<file path="src/rtl/zx48_pkg.sv">
// Shared constants and types for the ZX48 image loader.
// Holds the firmware command bytes and the frame-state encoding.
package zx48_pkg;

  localparam logic [7:0] CMD_START = 8'h53;
  localparam logic [7:0] CMD_END   = 8'h54;
  localparam logic [7:0] CMD_DATA  = 8'h55;

  typedef enum logic [1:0] {
    FS_CMD,
    FS_INDEX,
    FS_DATA,
    FS_IGNORE
  } frame_t;

endpackage

</file>
<file path="src/rtl/rom_loader_spi_rx.sv">
// SPI byte receiver for the firmware link, oversampled by the system clock.
// Syncs the pins, detects spiCk rises and assembles bytes MSB first.
module spi_rx
  import zx48_pkg::*;
(
  input  logic       clock,
  input  logic       reset,
  input  logic       spiCk,
  input  logic       spiSs,
  input  logic       spiDi,
  output logic       byteStb,
  output logic [7:0] byteQ,
  output logic       ssOff
);

  logic [1:0] ckS;
  logic [1:0] ssS;
  logic [1:0] diS;
  logic       ckP;
  logic [2:0] cnt;
  logic [7:0] sh;
  logic       rise;

  assign rise  = ckS[1] & ~ckP;
  assign ssOff = ssS[1];

  always_ff @(posedge clock or negedge reset) begin
    if (!reset) begin
      ckS     <= 2'b00;
      ssS     <= 2'b11;
      diS     <= 2'b00;
      ckP     <= 1'b0;
      cnt     <= 3'd0;
      sh      <= 8'h00;
      byteStb <= 1'b0;
      byteQ   <= 8'h00;
    end else begin
      ckS     <= {ckS[0], spiCk};
      ssS     <= {ssS[0], spiSs};
      diS     <= {diS[0], spiDi};
      ckP     <= ckS[1];
      byteStb <= 1'b0;
      if (ssS[1]) begin
        cnt <= 3'd0;
      end else if (rise) begin
        sh  <= {sh[6:0], diS[1]};
        cnt <= cnt + 3'd1;
        if (cnt == 3'd7) begin
          byteStb <= 1'b1;
          byteQ   <= {sh[6:0], diS[1]};
        end
      end
    end
  end

endmodule

</file>
<file path="src/rtl/rom_loader.sv">
// Firmware-driven ROM image loader: frames SPI bytes into image writes.
// Holds busy from START to END so the CPU stays in reset meanwhile.
module rom_loader
  import zx48_pkg::*;
#(
  parameter int AW = 14
) (
  input  logic          clock,
  input  logic          reset,
  input  logic          spiCk,
  input  logic          spiSs,
  input  logic          spiDi,
  output logic          busy,
  output logic [7:0]    index,
  output logic          wr,
  output logic [AW-1:0] a,
  output logic [7:0]    d,
  output logic          ovf,
  output logic [7:0]    sum
);

  logic       byteStb;
  logic [7:0] byteQ;
  logic       ssOff;
  frame_t     st;

  spi_rx u_rx (
    .clock   (clock),
    .reset   (reset),
    .spiCk   (spiCk),
    .spiSs   (spiSs),
    .spiDi   (spiDi),
    .byteStb (byteStb),
    .byteQ   (byteQ),
    .ssOff   (ssOff)
  );

  always_ff @(posedge clock or negedge reset) begin
    if (!reset) begin
      st    <= FS_CMD;
      busy  <= 1'b0;
      index <= 8'h00;
      wr    <= 1'b0;
      a     <= '0;
      d     <= 8'h00;
      ovf   <= 1'b0;
      sum   <= 8'h00;
    end else begin
      wr <= 1'b0;
      // address advances only after the strobe so a/d hold during wr
      if (wr) begin
        a <= a + 1'b1;
        if (&a)
          ovf <= 1'b1;
      end
      if (byteStb) begin
        case (st)
          FS_CMD: begin
            unique case (1'b1)
              byteQ == CMD_START: st <= FS_INDEX;
              byteQ == CMD_DATA:  st <= FS_DATA;
              byteQ == CMD_END: begin
                busy <= 1'b0;
                st   <= FS_IGNORE;
              end
              default: st <= FS_IGNORE;
            endcase
          end
          FS_INDEX: begin
            index <= byteQ;
            busy  <= 1'b1;
            a     <= '0;
            ovf   <= 1'b0;
            sum   <= 8'h00;
            st    <= FS_IGNORE;
          end
          FS_DATA: begin
            if (busy) begin
              sum <= sum ^ byteQ;
              if (!ovf) begin
                d  <= byteQ;
                wr <= 1'b1;
              end
            end
          end
          default: st <= FS_IGNORE;
        endcase
      end
      // a closing select wins over the state chosen by the last byte
      if (ssOff)
        st <= FS_CMD;
    end
  end

endmodule

</file>
<file path="config.mk">
export PLATFORM = sky130hd
export DESIGN_NAME = rom_loader
export DESIGN_NICKNAME = d
export VERILOG_FILES = /design/src/rtl/zx48_pkg.sv /design/src/rtl/rom_loader_spi_rx.sv /design/src/rtl/rom_loader.sv
export SDC_FILE = /design/constraint.sdc
export NUM_CORES = 1
export LEC_CHECK = 0
export CORE_MARGIN = 1.5
export CORE_UTILIZATION = 35
export CTS_BUF_LIST = sky130_fd_sc_hd__clkbuf_4 sky130_fd_sc_hd__clkbuf_8
export CTS_CLUSTER_SIZE = 8
export DETAILED_ROUTE_END_ITERATION = 8
export PLACE_DENSITY = 0.62
export SLEW_MARGIN = 20
export SYNTH_ARGS = -nofsm -noshare
export SYNTH_HDL_FRONTEND = slang
export SYNTH_SLANG_ARGS = --single-unit
export TNS_END_PERCENT = 50
</file>
<file path="constraint.sdc">
create_clock -name clock -period 2.05 [get_ports clock]
set_input_delay 0.615 -clock clock [delete_from_list [all_inputs] [get_ports clock]]
set_output_delay 0.615 -clock clock [all_outputs]
set_load 0.01 [all_outputs]
</file>
==> key figures <==
Run status
  • Status: finished, final reports clean

STA
  • Skew final: 0.00838 ns
  • Period Utilization, post-route: 96.6%
  • Setup TNS Final: 0 ns
  • Max-slew headroom: 66.3%
  • Pin slew with the least headroom to its limit: 0.505 ns
  • Unrepaired setup endpoints after global routing: no
  • Fmax: 505 MHz
  • Final Hold Vio Count: 0
  • Post-route minimum period: 1.98 ns
  • Slew Limit Fails: 0
  • Final setup fails: 0

Critical path
  • Reg-to-reg critical path endpoint: d[4]
  • Worst path top cell family by delay: buffers and inverters
  • Slowest-stage cell, CP: clkdlybuf4s50_1
  • Critical Path AT: 1.37 ns
  • WP buf/inv: 1
  • Max Fanout on Critical Path: 8
  • Critical Path RT: 1.43 ns
  • R2r worst-path depth: 3
  • R2r setup slk: 0.38 ns
  • Startpoint types: flop
  • Critical Path Max Stage Delay: 0.57 ns
  • Critical setup path kind: reg -> out
  • Worst path cell trace: clkdlybuf4s50_1
  • Worst reg2reg startpoint: st[0]
  • Setup crit end kind: output pin

Pwr
  • Sequential share of power: 49.8%
  • Comb pwr share: 3.6%
  • VDD IR max: 448 uV
  • P_leak: 1.65 nW
  • P_sw: 0.000588 W
  • Clock power share: 46.6%
  • Int Power: 0.00237 W
  • PwrDens: 799 nW/um^2
  • Sw Ratio: 19.9%

Logic synthesis
  • Top_reg_cell synth: dfrtp_1
  • Syn Inst Count: 234
  • Synth warnings: 0
  • Area leader, netlist: dfrtp_1
  • FFs w/ async S/R, synth: 100%
  • Syn_area_per_cell: 12.1 um^2
  • Count of different cell masters after synthesis: 36
  • Top cells by area, synth: dfrtp_1 59%, mux2_2 9.1%, o21ai_0 3.2%, a21oi_1 2.5%, or3_1 2.2%
  • Post-synth EDFFs: 0
  • Syn nets: 242
  • Part of the Yosys area used for sequential elements: 60.9%
  • Synthesized area: 2840 um^2
  • Synth top area share: 59.1%
  • FF+latch count, synth: 69

Global routing
  • Initial antenna violation count: 0
  • GRT Resource Usage Total: 14.0%
  • Largest net degree at the start of global routing: 25
  • Grt ovf: 0
  • First-pass GRT wire length: 9140 um
  • Vias in the first global route: 1865

Floorplan
  • Die ar.: 8660 um^2
  • Starting density of the core: 36.3%
  • Core Region: 7810 um^2
  • Ports: 46
  • Die W: 93.0 um
  • Die height: 93.0 um
  • Rows: 32

Routing
  • Pre-antenna DRT Iters: 4
  • Initial DRC count: 51
  • Wirelength per Cell: 13.7 um
  • Detail Route Antenna Nets: 0
  • Vias per cell: 4.97
  • Total number of vias: 1960
  • Total wire length: 5400 um
  • Drt drc: 0

Final layout
  • Synth-to-Final Area Change: 30.2%
  • Share of layout cells above drive strength 1: 19.2%
  • Final #Nets: 295
  • Final Non-Filler Cells: 394
  • Antenna cells: 0

Clocking
  • Clock buffer depth: 2
  • Hold_buf cts: 0
  • Root Driver: clkbuf_8
  • Clk pin slew, worst setup/hold paths: 0.08 ns
  • Skew-Pair Late Insertion Delay: 0.34 ns
  • Clock sink total: 69
  • Htree depth: 3
  • CTS tree: yes
  • CTS Buf Count: 9

Placement
  • Dpl cells: 378
  • Gpl congestion: 0.747
  • # port buffers: 45
  • Post-DP HPWL: 3880 um

Worst hold path
  • Worst hold path type: in -> async

Flow run
  • Maxcap violations: 0
worst max path at each step:
stage          from    end  slack, ns  depth (start not counted)
2_1_floorplan  a[0]  a[10]       0.53                          4
3_3_place_gp     wr     wr       0.36                          1
3_5_place_dp     wr     wr       0.35                          1
4_1_cts        a[2]   a[2]       0.04                          1
5_1_grt        a[3]   a[3]      0.005                          1
6_report         wr     wr       0.07                          1
metal layers:
metal	part of all wire, %	wire length [um]	GRT usage [%]
met2	46	2490	20.8
met3	4.9	265	5.20
met4	1.4	75	4.92
met1	48	2570	18.7
met5	0	0	0
sequential cells by signal, summed over array words and instances, names as in the netlist, 2 cells and up:
register	count
a	14
d	8
index	8
st	2
sum	8
u_rx.byteQ	8
u_rx.ckS	2
u_rx.cnt	3
u_rx.diS	2
u_rx.sh	7
u_rx.ssS	2
power groups by stage:
| stage | clock network, W | logic [W] | registers [W] |
|---|---|---|---|
| CTS | 0.00142 | 0.000111 | 0.00147 |
| finish | 0.00138 | 0.000107 | 0.00147 |
| detailed placement | 0 | 0.000111 | 0.00150 |
| global placement | 0 | 0.000108 | 0.00149 |
| floorplan | 0 | 0.0000636 | 0.00148 |
| global route | 0.00148 | 0.000122 | 0.00148 |
cells by family after synthesis:
kind of cell,Yosys count,synth area share [%]
AO/OA/AOI/OAI,40,7.76
flip-flops,69,60.9
adder cells (fa/ha/maj),3,1.32
buffers and inverters,20,3.17
XOR/XNOR,5,1.54
multiplexers,29,11.2
AND/OR/NAND/NOR,68,14.0
through the flow:
step | instance area (um^2) | util, % | hold WS (ns) | setup WS (ns) | total power (W)
floorplan | 2840 | - | 0.319 | 0.533 | 0.00154
global placement | 3440 | 44.0 | 0.333 | 0.358 | 0.00160
detailed placement | 3440 | 44.0 | 0.344 | 0.351 | 0.00161
CTS | 3690 | 47.3 | 0.178 | 0.0356 | 0.00300
global route | 3700 | 47.3 | 0.190 | 0.00527 | 0.00308
finish | 3700 | 47.3 | 0.191 | 0.0694 | 0.00295
cell usage after synthesis, drive strengths merged (2+ instances only):
cell    count
nand3       3
nand2b      4
nor2       12
or3        10
dfrtp      67
o31ai       4
buf         8
ha          3
a211oi      2
mux2       23
dfstp       2
nor4        5
nand4       6
a21oi      14
nor3b       2
mux2i       6
or4         4
xor2        4
o21ai      18
nand2      15
clkbuf      2
inv        10
repair_timing:
action	in CTS	in global routing
setup buffers	0	0
resized for setup	1	1
setup endpoints to repair	1	1
layout make-up:
type                            count  area (um^2)
Clock buffer                       11          151
Clock inverter                      5          106
Fill cell                         707         4110
Inverter                           10         37.5
Multi-Input combinational cell    145         1020
Sequential cell                    69         1730
Tap cell                          102          128
Timing Repair Buffer               52          523
cell usage in the layout, fill, tap and decap left out, types with 3 or more instances in the layout:
master	n
a21oi_1	14
buf_4	5
bufinv_16	3
clkbuf_8	11
clkdlybuf4s50_1	44
dfrtp_1	65
ha_1	3
inv_1	10
mux2_2	23
mux2i_1	6
nand2_1	15
nand2b_1	4
nand4_1	5
nor2_1	10
nor4_1	5
o21ai_0	18
o31ai_1	4
or3_1	10
or4_1	4
xor2_1	4
(Power assumes the default switching activity.)
